File: src/rtl/proc_defs.sv
// Shared definitions for the execute stage: ALU op codes, default widths,
// FSM state encoding and the pass-through control bundle.
package proc_defs;

    localparam int DEF_WIDTH   = 16;
    localparam int DEF_REGADDR = 3;

    localparam logic [3:0] OP_ADD  = 4'd0;
    localparam logic [3:0] OP_SUB  = 4'd1;
    localparam logic [3:0] OP_AND  = 4'd2;
    localparam logic [3:0] OP_OR   = 4'd3;
    localparam logic [3:0] OP_XOR  = 4'd4;
    localparam logic [3:0] OP_SLT  = 4'd5;
    localparam logic [3:0] OP_SLL  = 4'd6;
    localparam logic [3:0] OP_SRL  = 4'd7;
    localparam logic [3:0] OP_MUL  = 4'd8;
    localparam logic [3:0] OP_DIVU = 4'd9;
    localparam logic [3:0] OP_REMU = 4'd10;

    typedef enum logic [1:0] {
        S_IDLE = 2'd0,
        S_ITER = 2'd1,
        S_DONE = 2'd2
    } state_t;

    typedef struct packed {
        logic mem_read;
        logic mem_write;
        logic branch;
        logic reg_dst;
        logic reg_write;
        logic mem_to_reg;
    } ctrl_t;

    function automatic logic is_muldiv(input logic [3:0] op);
        return (op == OP_MUL) || (op == OP_DIVU) || (op == OP_REMU);
    endfunction

endpackage

File: src/rtl/muldiv_iter.sv
// Iterative unsigned multiply / restoring divide, one step per cycle for WIDTH cycles.
// acc_q is the product accumulator (MUL) or partial remainder (DIV/REM).
module muldiv_iter
    import proc_defs::*;
#(
    parameter int WIDTH = DEF_WIDTH
) (
    input  logic             clock,
    input  logic             reset,
    input  logic             start_i,
    input  logic             abort_i,
    input  logic [3:0]       op_i,
    input  logic [WIDTH-1:0] a_i,
    input  logic [WIDTH-1:0] b_i,
    output logic             done_o,
    output logic [WIDTH-1:0] result_o
);

    localparam int CW = $clog2(WIDTH);

    logic             active_q;
    logic [CW-1:0]    cnt_q;
    logic [3:0]       op_q;
    logic [WIDTH-1:0] acc_q, q_q, m_q;
    logic [WIDTH:0]   rem_sh;
    logic [WIDTH+1:0] diff;

    // Extra headroom bit keeps the divide-by-zero case non-negative on every step.
    always_comb begin
        rem_sh   = {acc_q, q_q[WIDTH-1]};
        diff     = {1'b0, rem_sh} - {2'b00, m_q};
        done_o   = active_q && (cnt_q == CW'(WIDTH-1));
        result_o = (op_q == OP_DIVU) ? q_q : acc_q;
    end

    always_ff @(posedge clock or posedge reset) begin
        if (reset) begin
            active_q <= 1'b0;
            cnt_q    <= '0;
            op_q     <= '0;
            acc_q    <= '0;
            q_q      <= '0;
            m_q      <= '0;
        end else if (abort_i) begin
            active_q <= 1'b0;
            cnt_q    <= '0;
        end else if (start_i) begin
            active_q <= 1'b1;
            cnt_q    <= '0;
            op_q     <= op_i;
            acc_q    <= '0;
            if (op_i == OP_MUL) begin
                m_q <= a_i;
                q_q <= b_i;
            end else begin
                q_q <= a_i;
                m_q <= b_i;
            end
        end else if (active_q) begin
            cnt_q <= done_o ? '0 : cnt_q + CW'(1);
            if (done_o)
                active_q <= 1'b0;
            if (op_q == OP_MUL) begin
                if (q_q[0])
                    acc_q <= acc_q + m_q;
                m_q <= m_q << 1;
                q_q <= q_q >> 1;
            end else if (!diff[WIDTH+1]) begin
                acc_q <= diff[WIDTH-1:0];
                q_q   <= {q_q[WIDTH-2:0], 1'b1};
            end else begin
                acc_q <= rem_sh[WIDTH-1:0];
                q_q   <= {q_q[WIDTH-2:0], 1'b0};
            end
        end
    end

endmodule

File: src/rtl/ex_stage.sv
// Execute stage: single-cycle ALU, iterative mul/div sequencing with a busy
// stall, flush handling and the EX/MEM pipeline register.
module ex_stage
    import proc_defs::*;
#(
    parameter int WIDTH   = DEF_WIDTH,
    parameter int REGADDR = DEF_REGADDR
) (
    input  logic               clock,
    input  logic               reset,
    input  logic               inValid,
    input  logic               flush,
    input  logic [WIDTH-1:0]   readData1,
    input  logic [WIDTH-1:0]   readData2,
    input  logic [WIDTH-1:0]   immediate,
    input  logic               ALUSrc,
    input  logic [3:0]         ALUOp,
    input  logic               MemRead,
    input  logic               MemWrite,
    input  logic               Branch,
    input  logic               RegDst,
    input  logic               RegWrite,
    input  logic               MemtoReg,
    input  logic [REGADDR-1:0] writeReg,
    output logic               busy,
    output logic               outValid,
    output logic [WIDTH-1:0]   resultALU,
    output logic               Zero,
    output logic [WIDTH-1:0]   readData2Out,
    output logic               MemReadOut,
    output logic               MemWriteOut,
    output logic               BranchOut,
    output logic               RegDstOut,
    output logic               RegWriteOut,
    output logic               MemtoRegOut,
    output logic [REGADDR-1:0] writeRegOut
);

    state_t             state_q;
    logic               busy_q, valid_q, zero_q;
    logic [WIDTH-1:0]   res_q, rd2_q, rd2_hold_q;
    logic [REGADDR-1:0] wr_q, wr_hold_q;
    ctrl_t              ctrl_in, ctrl_q, ctrl_hold_q;

    logic [WIDTH-1:0]   op_b, alu_d, md_result;
    logic               md_start, md_done;

    assign ctrl_in = {MemRead, MemWrite, Branch, RegDst, RegWrite, MemtoReg};

    always_comb begin
        op_b = ALUSrc ? immediate : readData2;
        unique case (ALUOp)
            OP_ADD:  alu_d = readData1 + op_b;
            OP_SUB:  alu_d = readData1 - op_b;
            OP_AND:  alu_d = readData1 & op_b;
            OP_OR:   alu_d = readData1 | op_b;
            OP_XOR:  alu_d = readData1 ^ op_b;
            OP_SLT:  alu_d = {{(WIDTH-1){1'b0}}, $signed(readData1) < $signed(op_b)};
            OP_SLL:  alu_d = readData1 << op_b[3:0];
            OP_SRL:  alu_d = readData1 >> op_b[3:0];
            default: alu_d = '0;
        endcase
    end

    assign md_start = (state_q == S_IDLE) && inValid && !flush && is_muldiv(ALUOp);

    muldiv_iter #(.WIDTH(WIDTH)) u_muldiv (
        .clock    (clock),
        .reset    (reset),
        .start_i  (md_start),
        .abort_i  (flush),
        .op_i     (ALUOp),
        .a_i      (readData1),
        .b_i      (op_b),
        .done_o   (md_done),
        .result_o (md_result)
    );

    // Data outputs only move when a result is written; outValid is cleared by default.
    always_ff @(posedge clock or posedge reset) begin
        if (reset) begin
            state_q     <= S_IDLE;
            busy_q      <= 1'b0;
            valid_q     <= 1'b0;
            zero_q      <= 1'b0;
            res_q       <= '0;
            rd2_q       <= '0;
            wr_q        <= '0;
            ctrl_q      <= '0;
            rd2_hold_q  <= '0;
            wr_hold_q   <= '0;
            ctrl_hold_q <= '0;
        end else begin
            valid_q <= 1'b0;
            unique case (state_q)
                S_IDLE: begin
                    if (inValid && !flush) begin
                        if (is_muldiv(ALUOp)) begin
                            state_q     <= S_ITER;
                            busy_q      <= 1'b1;
                            rd2_hold_q  <= readData2;
                            wr_hold_q   <= writeReg;
                            ctrl_hold_q <= ctrl_in;
                        end else begin
                            valid_q <= 1'b1;
                            res_q   <= alu_d;
                            zero_q  <= (alu_d == '0);
                            rd2_q   <= readData2;
                            wr_q    <= writeReg;
                            ctrl_q  <= ctrl_in;
                        end
                    end
                end
                S_ITER: begin
                    if (flush) begin
                        state_q <= S_IDLE;
                        busy_q  <= 1'b0;
                    end else if (md_done) begin
                        state_q <= S_DONE;
                        busy_q  <= 1'b0;
                    end
                end
                S_DONE: begin
                    state_q <= S_IDLE;
                    if (!flush) begin
                        valid_q <= 1'b1;
                        res_q   <= md_result;
                        zero_q  <= (md_result == '0);
                        rd2_q   <= rd2_hold_q;
                        wr_q    <= wr_hold_q;
                        ctrl_q  <= ctrl_hold_q;
                    end
                end
                default: begin
                    state_q <= S_IDLE;
                    busy_q  <= 1'b0;
                end
            endcase
        end
    end

    assign busy         = busy_q;
    assign outValid     = valid_q;
    assign resultALU    = res_q;
    assign Zero         = zero_q;
    assign readData2Out = rd2_q;
    assign writeRegOut  = wr_q;
    assign MemReadOut   = ctrl_q.mem_read;
    assign MemWriteOut  = ctrl_q.mem_write;
    assign BranchOut    = ctrl_q.branch;
    assign RegDstOut    = ctrl_q.reg_dst;
    assign RegWriteOut  = ctrl_q.reg_write;
    assign MemtoRegOut  = ctrl_q.mem_to_reg;

endmodule

File: config.mk
export PLATFORM = sky130hd
export DESIGN_NAME = ex_stage
export DESIGN_NICKNAME = d
export VERILOG_FILES = /design/src/rtl/proc_defs.sv /design/src/rtl/muldiv_iter.sv /design/src/rtl/ex_stage.sv
export SDC_FILE = /design/constraint.sdc
export NUM_CORES = 1
export LEC_CHECK = 0
export ABC_AREA = 1
export CAP_MARGIN = 0
export CORE_ASPECT_RATIO = 1.5
export CORE_MARGIN = 2
export CORE_UTILIZATION = 54
export DETAILED_ROUTE_END_ITERATION = 7
export GPL_TIMING_DRIVEN = 0
export PLACE_DENSITY = 0.78
export REMOVE_ABC_BUFFERS = 1
export SYNTH_ARGS = -nofsm -noshare
export SYNTH_HDL_FRONTEND = slang
export SYNTH_HIERARCHICAL = 1
export SYNTH_SLANG_ARGS = --single-unit
File: constraint.sdc
create_clock -name clock -period 2.2 [get_ports clock]
set_clock_uncertainty 0.05 [all_clocks]
set_input_delay 0.44 -clock clock [delete_from_list [all_inputs] [get_ports clock]]
set_output_delay 0.44 -clock clock [all_outputs]
set_load 0.05 [all_outputs]
==> reports/metrics.yaml <==
status:
  outcome: "finished, violations left"
  violations: "negative setup slack"
setup_path:
  worstReg2RegEnd: "u_muldiv/acc_q[14]$_DFFE_PP0P_"
  criticalPathCategory: "in2reg"
  startpoint: "ALUOp[3]"
  crit_path_end_kind: "register"
  start_kind: "primary input"
  endpoint: "Zero$_DFFE_PP0P_"
  required_ns: 2.48
  cp_max_fo: 6
  r2r-start: "u_muldiv/q_q[15]$_DFFE_PP0P_"
  rrSetupSlack_ns: -0.05
  critical_path_arrival_ns: 3.02
  worst-r2r-cell-count: 14
sta:
  fmax_ghz: 0.364
  worst_pin_slew_ns: 1.12
  hold_violations: 0
  setup_ws_ns: -0.546
  hold_ws_ns: 0.258
  slew_headroom_pct: 25.3
  min_period_ns: 2.75
  finalSetupTns_ns: -5.24
  rsz0062_at_grt: "yes"
  drv_slew: 0
  setup_viol: 20
  period_share_pct: 125
floorplanning:
  die_h_microns: 194
  rows: 69
  start_util_pct: 55.0
  dieArea_sq_um: 25400
  core_sq_um: 23700
  pin_count: 110
  die_w_microns: 131
yosys:
  synth_area_leader_cell: "dfrtp_1"
  netlist.area_leader.share_pct: 24.5
  seq_area_frac_synth_pct: 24.5
  async_reset_ff_share_pct: 100
  synth_edf_count: 0
  synth_area_per_cell_sq_um: 6.21
  ys_ff_latch: 128
  ys_warn_count: 6
  synthCells: 2100
  synth_area_sq_um: 13000
  synth_cell_type_count: 55
  netlist_top_cells_area: "dfrtp_1 25%, nand2_1 18%, nand3_1 10%"
  synth_ff_type: "dfrtp_1"
clock_tree:
  clock_path_buffers: 2
  clk_latency_ns: 0.44
  numCtsBuffers: 17
  h-tree-depth: 4
  cts_tree: "yes"
  cts_sinks: 128
  root_buffer: "clkbuf_16"
  path_clk_slew_ns: 0.07
cells_and_area:
  area_delta_synth_final_pct: 44.3
  drive_gt1_share_pct: 29.0
  final_common_cell: "nand2_1"
  fin_area_sq_um: 18800
  layout_common_cells: "539 x nand2_1, 225 x nand3_1, 190 x inv_1"
  final_net_count: 2519
  final_util_pct: 79.3
detailed_routing:
  met3_length_microns: 5820
  drt_iter0_drc: 1705
  first_pass_iters: 6
  drc_errors: 0
  ant_nets: 0
  via_count: 16800
  wl_per_cell_microns: 23.7
  drt-met1-wl_microns: 19900
  vias_per_cell: 6.24
  route.met2.wl_microns: 29400
  wl_microns: 63700
  top_layer: "met5"
grt:
  grt_max_degree: 72
  grt_pass1_vias: 16200
  gr-total-overflow: 0
  antenna_found_initial: 2
  grt_pass1_wl_microns: 91300
  grt_usage_pct: 48.1
placement:
  gp_congestion: 1.00
  dp_hpwl_microns: 39100
  dp_slack_ns: -3.60
  place_area_sq_um: 14200
  portBuffers: 109
power:
  peakVddDrop_mv: 0.805
  clockPowerShare_pct: 18.1
  p_int_mw: 8.21
  switchingPower_mw: 8.06
  power_frac_seq_pct: 21.9
  power_per_cell_area_nw_per_um2: 864
  combPwrFrac_pct: 60.0
  p_leak_nw: 9.08
  netSwitchingFraction_pct: 49.5
min_path:
  hold_class: "in2reg"
run:
  cap_viol_max_count: 0
[kinds of logic after synthesis]
group,after synthesis,share of synthesized area (%)
AND/OR/NAND/NOR,1205,40.3
buffers and inverters,332,10.5
AO/OA/AOI/OAI,319,13.8
flip-flops,128,24.5
adder cells (fa/ha/maj),100,9.82
XOR/XNOR,15,1.01
multiplexers,1,0.0863
[per-stage QoR]
| step | std cells | power, mW |
|---|---|---|
| 3_5_place_dp | 2457 | 10.8 |
| 2_1_floorplan | 2025 | 8.57 |
| 4_1_cts | 2620 | 14.9 |
| 3_3_place_gp | 2453 | 10.6 |
| 6_report | 2688 | 16.3 |
| 5_1_grt | 2686 | 17.1 |
[cell usage after synthesis (all sizes together) (2+ instances only)]
| cell type | n |
|---|---|
| a211oi | 11 |
| a21o | 2 |
| a21oi | 110 |
| a31oi | 28 |
| a41oi | 4 |
| and2 | 6 |
| buf | 36 |
| clkbuf | 39 |
| dfrtp | 128 |
| fa | 4 |
| ha | 96 |
| inv | 256 |
| nand2 | 649 |
| nand3 | 279 |
| nand3b | 5 |
| nand4 | 20 |
| nor2 | 214 |
| nor3 | 14 |
| nor4 | 4 |
| o211ai | 5 |
| o21ai | 125 |
| o21bai | 3 |
| o22ai | 24 |
| or2 | 13 |
| xnor2 | 6 |
| xor2 | 9 |
[layout make-up]
type / instances / area [sq um]
well taps: 319 / 399
repair buffers: 293 / 2860
clock inverters: 14 / 169
flip-flops and latches: 128 / 3220
diodes: 3 / 7.51
fillers: 1724 / 4910
repair inverters: 8 / 60.1
inverters: 257 / 1110
clock buffers: 18 / 429
multi-input cells: 1648 / 10600
[critical path, cell delays in order]
cell	delay, ns
clkdlybuf4s15_2	0.35
inv_1	0.14
nand2_1	0.17
nor2_1	0.89
nand2_1	0.13
o21ai_1	0.14
nor2_1	0.09
nand2_1	0.06
inv_1	0.04
nand2_1	0.06
nor2_2	0.05
nand2_2	0.09
nor2_1	0.05
nand2_1	0.08
nor2_2	0.04
nand3_1	0.11
a21oi_2	0.07
[flip-flops by register name, indices dropped and copies added, names as in the netlist, 6 cells and up]
register	flops
ctrl_hold_q	6
rd2_hold_q	16
readData2Out	16
resultALU	16
u_muldiv/acc_q	16
u_muldiv/m_q	16
u_muldiv/q_q	16
[power by group through the flow]
stage | Sequential, mW | Combinational, mW | Clock [mW]
2_1_floorplan | 3.83 | 4.74 | 0
3_3_place_gp | 3.45 | 7.16 | 0
3_5_place_dp | 3.47 | 7.30 | 0
4_1_cts | 3.46 | 8.45 | 2.95
5_1_grt | 3.60 | 10.4 | 3.06
6_report | 3.56 | 9.77 | 2.95
[timing repair]
| action | in CTS | in global routing |
|---|---|---|
| hold buffers | 0 | 0 |
| resized for setup | 543 | 181 |
| setup buffers | 117 | 62 |
| setup endpoints to repair | 125 | 80 |
| cloned | 15 | 4 |
| pin swaps | 168 | 93 |
[how the worst min path moves through the flow]
stage                               startpoint                          end  slack [ns]  cells after the start
global route                      readData2[0]  readData2Out[0]$_DFFE_PP0P_        0.26                      3
detailed placement   rd2_hold_q[6]$_DFFE_PP0P_    rd2_hold_q[6]$_DFFE_PP0P_        0.42                      2
floorplan           ctrl_hold_q[0]$_DFFE_PP0P_   ctrl_hold_q[0]$_DFFE_PP0P_        0.40                      2
CTS                               readData2[0]  readData2Out[0]$_DFFE_PP0P_        0.26                      3
global placement     rd2_hold_q[1]$_DFFE_PP0P_    rd2_hold_q[1]$_DFFE_PP0P_        0.41                      2
finish                            readData2[0]  readData2Out[0]$_DFFE_PP0P_        0.26                      3
[layer usage]
layer	up-vias	track usage [%]
li1	7390	-
met3	484	14.3
met5	-	0
met2	1135	77.3
met4	2	48.1
met1	7774	47.1
Note: power is estimated with default switching activity, not from simulation.
